<file path="config.mk">
export PLATFORM = sky130hd
export DESIGN_NAME = hex_entry_ctrl
export DESIGN_NICKNAME = d
export VERILOG_FILES = /design/src/rtl/hex_entry_ctrl.sv
export SDC_FILE = /design/constraint.sdc
export NUM_CORES = 1
export LEC_CHECK = 0
export CELL_PAD_IN_SITES_DETAIL_PLACEMENT = 1
export CELL_PAD_IN_SITES_GLOBAL_PLACEMENT = 2
export CORE_ASPECT_RATIO = 1.75
export CORE_UTILIZATION = 31
export CTS_CLUSTER_SIZE = 8
export DETAILED_ROUTE_END_ITERATION = 8
export PLACE_DENSITY = 0.82
export SLEW_MARGIN = 10
export SYNTH_ARGS = -nofsm -noshare
export SYNTH_HDL_FRONTEND = slang
export SYNTH_SLANG_ARGS = --single-unit
</file>
<file path="constraint.sdc">
create_clock -name i_clk -period 2.4 [get_ports i_clk]
set_clock_uncertainty 0.2 [all_clocks]
set_input_delay 0.48 -clock i_clk [delete_from_list [all_inputs] [get_ports i_clk]]
set_output_delay 0.48 -clock i_clk [all_outputs]
set_load 0.03 [all_outputs]
</file>
<file path="src/rtl/hex_entry_ctrl.sv">
// hex_entry_ctrl
//   Write-port sequencer for an 8-byte hex display register. It takes
//   keyboard hex digits and packs each pair into one byte, high nibble
//   first. It writes each byte at a cursor that moves up through
//   0..NUM_BYTES-1. It also handles backspace and a full clear of the
//   register.
//
//   Build option: define HEX_ENTRY_WRAP_EN to let the cursor wrap from the
//   last slot back to 0. Entry then overwrites the oldest bytes and o_full
//   stays 0. With the macro undefined, the cursor stops at the last slot and
//   o_full is raised.
//
// Ports
//   i_clk          system clock, rising edge
//   i_rst_n        asynchronous active-low reset
//   i_digit_valid  digit strobe, taken when o_ready=1
//   i_digit        hex digit 0x0..0xF
//   i_bksp         backspace strobe
//   i_clear        clear-all strobe (highest priority)
//   o_ready        a digit can be taken this cycle
//   o_wr_en        one-cycle write strobe to the register
//   o_wr_addr      slot being written
//   o_wr_data      byte being written
//   o_cursor       next slot to be written
//   o_pending_hi   high nibble held, low nibble awaited
//   o_full         all slots written (no-wrap build only)
//
// state | meaning
// ------+-------------------------------------------------------------
// S_HI  | idle, no nibble held
// S_LO  | high nibble held, waiting for the low nibble
// S_WR  | single write cycle (digit byte or backspace 0x00)
// S_CLR | writing 0x00 to every slot, one slot per cycle
module hex_entry_ctrl #(
  parameter int NUM_BYTES = 8,
  parameter int ADDR_W    = 4
) (
  input  logic              i_clk,
  input  logic              i_rst_n,
  input  logic              i_digit_valid,
  input  logic [3:0]        i_digit,
  input  logic              i_bksp,
  input  logic              i_clear,
  output logic              o_ready,
  output logic              o_wr_en,
  output logic [ADDR_W-1:0] o_wr_addr,
  output logic [7:0]        o_wr_data,
  output logic [ADDR_W-1:0] o_cursor,
  output logic              o_pending_hi,
  output logic              o_full
);

  typedef enum logic [1:0] {
    S_HI  = 2'd0,
    S_LO  = 2'd1,
    S_WR  = 2'd2,
    S_CLR = 2'd3
  } state_t;

  localparam logic [ADDR_W-1:0] LAST_SLOT = ADDR_W'(NUM_BYTES - 1);
  localparam logic [ADDR_W-1:0] ONE       = ADDR_W'(1);

  state_t            r_state;
  logic [ADDR_W-1:0] r_cursor;
  logic [3:0]        r_hi;
  logic              r_pending_hi;
  logic              r_full;
  logic              r_wr_en;
  logic [ADDR_W-1:0] r_wr_addr;
  logic [7:0]        r_wr_data;
  logic              r_wr_digit;
  logic              r_idle;
  logic              r_ready;

  state_t            w_state_nx;
  logic [ADDR_W-1:0] w_cursor_nx;
  logic [3:0]        w_hi_nx;
  logic              w_pending_nx;
  logic              w_full_nx;
  logic              w_wr_en_nx;
  logic [ADDR_W-1:0] w_wr_addr_nx;
  logic [7:0]        w_wr_data_nx;
  logic              w_wr_digit_nx;
  logic              w_idle_nx;
  logic              w_ready_nx;
  logic              w_take_clr;
  logic              w_take_bksp;
  logic              w_take_dig;

  // r_idle: commands may be taken (S_HI/S_LO, after the first edge out of
  // reset). Digits also need !full, and that is what o_ready shows.
  assign w_take_clr  = r_idle & i_clear;
  assign w_take_bksp = r_idle & i_bksp & ~i_clear;
  assign w_take_dig  = r_ready & i_digit_valid & ~i_clear & ~i_bksp;

  always_comb begin
    w_state_nx    = r_state;
    w_cursor_nx   = r_cursor;
    w_hi_nx       = r_hi;
    w_pending_nx  = r_pending_hi;
    w_full_nx     = r_full;
    w_wr_en_nx    = 1'b0;
    w_wr_addr_nx  = r_wr_addr;
    w_wr_data_nx  = r_wr_data;
    w_wr_digit_nx = r_wr_digit;

    case (r_state)
      S_HI, S_LO: begin
        if (w_take_clr) begin
          w_state_nx   = S_CLR;
          w_pending_nx = 1'b0;
          w_wr_en_nx   = 1'b1;
          w_wr_addr_nx = '0;
          w_wr_data_nx = 8'h00;
        end else if (w_take_bksp) begin
          if (r_state == S_LO) begin
            w_state_nx   = S_HI;
            w_pending_nx = 1'b0;
          end else if (r_full) begin
            // The last slot is filled and the cursor is still on it, so
            // clear that slot in place.
            w_state_nx    = S_WR;
            w_full_nx     = 1'b0;
            w_wr_en_nx    = 1'b1;
            w_wr_addr_nx  = r_cursor;
            w_wr_data_nx  = 8'h00;
            w_wr_digit_nx = 1'b0;
          end else if (r_cursor != '0) begin
            w_state_nx    = S_WR;
            w_cursor_nx   = r_cursor - ONE;
            w_wr_en_nx    = 1'b1;
            w_wr_addr_nx  = r_cursor - ONE;
            w_wr_data_nx  = 8'h00;
            w_wr_digit_nx = 1'b0;
          end
        end else if (w_take_dig) begin
          if (r_state == S_HI) begin
            w_state_nx   = S_LO;
            w_hi_nx      = i_digit;
            w_pending_nx = 1'b1;
          end else begin
            w_state_nx    = S_WR;
            w_pending_nx  = 1'b0;
            w_wr_en_nx    = 1'b1;
            w_wr_addr_nx  = r_cursor;
            w_wr_data_nx  = {r_hi, i_digit};
            w_wr_digit_nx = 1'b1;
          end
        end
      end

      S_WR: begin
        w_state_nx   = S_HI;
        w_pending_nx = 1'b0;
        if (r_wr_digit) begin
          if (r_cursor == LAST_SLOT) begin
`ifdef HEX_ENTRY_WRAP_EN
            w_cursor_nx = '0;
`else
            w_full_nx   = 1'b1;
`endif
          end else begin
            w_cursor_nx = r_cursor + ONE;
          end
        end
      end

      S_CLR: begin
        // r_wr_addr is the clear sweep counter.
        if (r_wr_addr == LAST_SLOT) begin
          w_state_nx  = S_HI;
          w_cursor_nx = '0;
          w_full_nx   = 1'b0;
        end else begin
          w_wr_en_nx   = 1'b1;
          w_wr_addr_nx = r_wr_addr + ONE;
          w_wr_data_nx = 8'h00;
        end
      end

      default: w_state_nx = S_HI;
    endcase

    w_idle_nx  = (w_state_nx == S_HI) || (w_state_nx == S_LO);
    w_ready_nx = w_idle_nx & ~w_full_nx;
  end

  always_ff @(posedge i_clk or negedge i_rst_n) begin
    if (!i_rst_n) begin
      r_state      <= S_HI;
      r_cursor     <= '0;
      r_hi         <= 4'h0;
      r_pending_hi <= 1'b0;
      r_full       <= 1'b0;
      r_wr_en      <= 1'b0;
      r_wr_addr    <= '0;
      r_wr_data    <= 8'h00;
      r_wr_digit   <= 1'b0;
      r_idle       <= 1'b0;
      r_ready      <= 1'b0;
    end else begin
      r_state      <= w_state_nx;
      r_cursor     <= w_cursor_nx;
      r_hi         <= w_hi_nx;
      r_pending_hi <= w_pending_nx;
      r_full       <= w_full_nx;
      r_wr_en      <= w_wr_en_nx;
      r_wr_addr    <= w_wr_addr_nx;
      r_wr_data    <= w_wr_data_nx;
      r_wr_digit   <= w_wr_digit_nx;
      r_idle       <= w_idle_nx;
      r_ready      <= w_ready_nx;
    end
  end

  assign o_ready      = r_ready;
  assign o_wr_en      = r_wr_en;
  assign o_wr_addr    = r_wr_addr;
  assign o_wr_data    = r_wr_data;
  assign o_cursor     = r_cursor;
  assign o_pending_hi = r_pending_hi;
  assign o_full       = r_full;

endmodule

</file>
Word level (Yosys, flattened, before mapping)
Cells that the tools add are included.

Equality and inequality tests: 23. Reduce and logical (&&, ||, !) cells: 13. Div/mod/pow operators: 0. $add $sub $neg: 3. Multipliers: 0. Shift-type cells: 0. $lt $le $gt $ge: 0. Bitwise gates (word level): 12. Multiplexer cells: 63.

Operator list (number): 2-to-1 mux 8 bit (8); 2-to-1 mux 4 bit (15); 2-to-1 mux 1 bit (25); inequality test 2 bit, second input constant (11); 2-to-1 mux 2 bit (8); inequality test 4 bit, second input constant (4); one-hot mux 8 bit (2 select lines) (1); one-hot mux 4 bit (3 select lines) (1); AND reduction 6 bit (2); adder 4 x 1 -> 4 bit, second input constant (2); equality test 4 x 3 -> 1 bit, second input constant (2); one-hot mux 4 bit (2 select lines) (1); AND reduction 8 bit (1); bitwise AND 1 bit (7); one-hot mux 2 bit (3 select lines) (1); nonzero test 2 bit (3); inequality test 5 bit, second input constant (1); NOT 1 bit (5); AND reduction 5 bit (1); equality test 2 x 1 -> 1 bit, second input constant (2); equality test 2 bit, second input constant (2); zero test 2 bit (2); one-hot mux 1 bit (2 select lines) (2); nonzero test 4 bit (1); 6 further kinds (6).

Memories kept: 0. Input bits: 9. Latch bits: 0. Logic and storage cells: 125. Bits in writable memories: 0. Memory bits (read-only): 0. Register bits after elaboration: 28. Output and inout bits: 20.

Depth between registers and ports, before layout
Depth in word-level cells: 10. Gate-level depth with buffers: 9. Depth with buffers taken out: 7.

Worst setup path before layout
OpenSTA, ideal clock, no wires.

Path kind: register to register. Start point: reg r_cursor[0], in the netlist o_cursor[0]. End point: reg r_wr_addr[2], in the netlist o_wr_addr[2]. Clock period less this slack: 2441 ps. Setup time: 126 ps. Slack: -41 ps. Buffers on the path: 1. Arrival: 2115 ps. Stages on the path, launching flop included: 9. Data required time: 2074 ps. Path through: dfrtp_1 -> clkbuf_1 -> inv_1 -> ha_1 -> or4b_4 -> nand4_2 -> o2111a_4 -> nor3_2 -> a221o_1.

Cells in the longest elaborated chain, start to end: 7. Elaborated cells on any way between the ends: 10. Classes of those cells: 1 x add/sub; 1 x eq/ne; 6 x mux; 2 x reduce/logical.

Ends and longest elaborated chain: from (decl) (RTL line 64) `logic [ADDR_W-1:0] r_cursor;`; from (signal assigned) (RTL line 203) `r_cursor <= w_cursor_nx;`; subtractor 4 x 1 -> 4 bit (RTL line 132) `w_wr_addr_nx = r_cursor - ONE;`; 2-to-1 mux 4 bit (RTL line 128) `end else if (r_cursor != '0) begin`; 2-to-1 mux 4 bit (RTL line 119) `end else if (r_full) begin`; 2-to-1 mux 4 bit (RTL line 116) `if (r_state == S_LO) begin`; 2-to-1 mux 4 bit (RTL line 115) `end else if (w_take_bksp) begin`; 2-to-1 mux 4 bit (RTL line 109) `if (w_take_clr) begin`; one-hot mux 4 bit (2 select lines) (RTL line 107) `case (r_state)`; to (signal assigned) (RTL line 208) `r_wr_addr <= w_wr_addr_nx;`; to (decl) (RTL line 69) `logic [ADDR_W-1:0] r_wr_addr;`.

Parallel ways exist; a longest one is shown, timed or not. The select of a mux whose other input is x is not followed. A chain may end at the register's enable or synchronous reset.

Worst setup path after layout
Start point: in i_clear. End point: reg r_cursor[2], in the netlist o_cursor[2].

Cells in the longest elaborated chain, start to end: 4. Elaborated cells on any way between the ends: 6. Classes of those cells: 2 x eq/ne; 3 x bitwise; 1 x reduce/logical.

Ends and longest elaborated chain: from (decl) (RTL line 43) `input logic i_clear,`; NOT 1 bit (RTL line 93) `assign w_take_bksp = r_idle & i_bksp & ~i_clear;`; bitwise AND 1 bit (RTL line 93); inequality test 2 bit (no line); AND reduction 8 bit (no line) (*).

Every way passes the cells marked *; elsewhere a longest branch is shown, timed or not.

==> results.toml <==
[status]
status = "finished, final reports clean"

[grt]
grt_util_met1_pct = 20.1
track_usage_pct = 19.2
grt-busiest-layer = "met2"
grt_pass1_wl_microns = 7160
antenna_found_initial = 0
met3_usage_pct = 2.90
grt_pass1_vias = 1428
grt.overflow.total = 0
grt_max_degree = 29
met2_usage_pct = 35.3

[sta]
period_share_pct = 94.0
hold_violations = 0
worstMarginPinSlew_ps = 421
setup_ws_ps = 145
slew_viol_final = 0
fin_crit_ps = 2260
rsz0062_at_grt = "false"
fin_setup_tns_ps = 0
max_freq_mhz = 443
setup_viol = 0
slew_headroom_pct = 71.8

[routing]
routed_wl_microns = 4400
vias_per_cell = 5.56
drt_iter0_markers = 12
drc_errors = 0
vias = 1411
antenna_left = 0
drtPass1Iterations = 4
wl_per_cell_microns = 17.3

[place]
dp.cells = 250
dp_hpwl_microns = 3420
pre_cts_ws_ps = -185
gp_congestion = 0.777
io_buffers = 28
placed_area_sq_um = 1970

[setup_path]
startpoint_type = "input port"
required_ps = 2370
reg2reg_depth = 7
crit_type = "input port to flip-flop"
path_max_fanout = 6
crit_arrival_ps = 2230
worst_setup_path_end_kind = "flip-flop"

[layout]
num_antenna_cells = 0
fin_area_sq_um = 2040
multi_input_area_sq_um = 759
final_cell_mix = "nand2_1 (28), clkdlybuf4s50_1 (28), dfrtp_1 (27), buf_4 (20), o21ai_0 (14)"
fillers = 559
drive_above_1_share_pct = 19.8
syn_to_final_growth_pct = 33.5
nets = 215
seq_area_sq_um = 702
instances_no_fill = 254

[synthesis]
synth_top_cell_by_area = "dfrtp_1"
syn_inst = 158
ys_seq_area_share_pct = 45.9
ys.flop_type = "dfrtp_1"
synth_edf_count = 0
ys_warn_count = 0
async_reset_ff_share_pct = 100
syn_avg_cell_area_sq_um = 9.66
synth_top_area_share_pct = 45.9
synthDistinctLibCells = 49
synth_area_sq_um = 1530
synth-seq-cells = 28
syn-num-nets = 170
synth_area_leaders = "dfrtp_1 (46%), nand2_1 (6.9%), o21ai_0 (4.6%)"

[clock_network]
htreeDepth = 1
cts_setup_buffers = 0
cts_made_buffers = 3
cts_tree = "built"
clock_sinks = 28
clock-root-buffer = "clkbuf_8"
clk_path_buf_depth = 2
clock_latency_ps = 280
path_clk_slew_ps = 100

[floorplanning]
die_x_microns = 55.0
fp.dieArea_sq_um = 5220
start_util_pct = 32.4
die_h_microns = 94.8
core-area_sq_um = 4710
rows = 33
pin_count = 29

[power_and_ir_drop]
finalPower_mw = 3.00
power_density_nw_per_um2 = 1470
leakage_nw = 0.871
ir_drop_mv = 0.642

[min_path]
min_delay_path_depth = 2
worstHoldPathType = "flip-flop to flip-flop"

[run]
max-cap-violations = 0
[layer usage]
metal	vias up	part of all wire, %	wire length (microns)
met5	-	0	0
met4	0	2.3	100
met3	7	2.6	116
met2	42	58	2550
met1	706	37	1640
li1	656	-	-
[worst max-delay path, cell delays in order]
cell and delay, ps:
clkdlybuf4s50_1 480, nand4bb_1 280, a211oi_2 260, a311oi_2 110, or4_1 500, o311ai_0 120
[kinds of logic (layout without fill, tap and decap cells)]
group                      count (synthesis)  in the layout  synth area share [%]
and+or+nand+nor                           59             59                  20.0
DFF                                       28             28                  45.9
muxes                                      6              6                  4.34
xor gates and xnor gates                   4              4                  2.30
AOI/OAI and AO/OA                         43             43                  19.9
buffers and inverters                     15             59                  5.08
adders and majority gates                  3              3                  2.46
[repair_timing]
action	in CTS	in global routing
setup endpoints to repair	0	1
resized for setup	0	2
hold buffers	0	0
[worst paths after layout]
path | endpoint | slack (ps) | startpoint
max reg2reg | o_wr_addr[2] | 140 | o_cursor[0]
max in group asynchronous | o_cursor[0] | 1330 | i_rst_n
min | o_wr_data[4] | 290 | o_wr_data[4]
max | o_cursor[2] | 140 | i_clear
min in group asynchronous | o_cursor[2] | 380 | i_rst_n
min reg2reg | o_wr_data[4] | 290 | o_wr_data[4]
[registers in the layout, indices dropped and copies added, names as in the netlist]
register,count
o_wr_data,8
o_cursor,4
o_wr_addr,4
r_hi,4
r_state,2
o_full,1
o_pending_hi,1
o_ready,1
o_wr_en,1
r_idle,1
r_wr_digit,1
[metrics by stage]
| step | util [%] | hold WS, ps |
|---|---|---|
| after floorplan | - | -15.6 |
| after global placement | 41.9 | 267 |
| after detailed placement | 41.9 | 278 |
| after CTS | 43.1 | 300 |
| after global routing | 43.3 | 330 |
| final | 43.3 | 294 |
[cell type report]
| type | instances | share of cell area [%] |
|---|---|---|
| multi-input combinational | 115 | 37.3 |
| sequential | 28 | 34.4 |
| timing repair buffer | 48 | 21.1 |
| tap | 52 | 3.19 |
| clock buffer | 4 | 2.70 |
| inverter | 7 | 1.29 |
[power breakdown]
group / switching [mW] / internal (mW)
clock: 0.155 / 0.147
sequential: 0.190 / 0.687
combinational: 1.03 / 0.792
total: 1.37 / 1.63
[Yosys cell counts (all sizes together) (2+ instances only)]
cell / n
nand3: 2
mux2: 5
o21ai: 14
clkbuf: 3
nand2: 28
xnor2: 2
o211ai: 2
a21oi: 8
nor3: 2
ha: 3
nand4bb: 2
dfrtp: 28
a211oi: 4
nand3b: 2
nor2: 11
buf: 5
nor4: 2
inv: 7
nand4: 2
o31ai: 2
xor2: 2
a41oi: 2
Note: power is estimated with default switching activity, not from simulation.
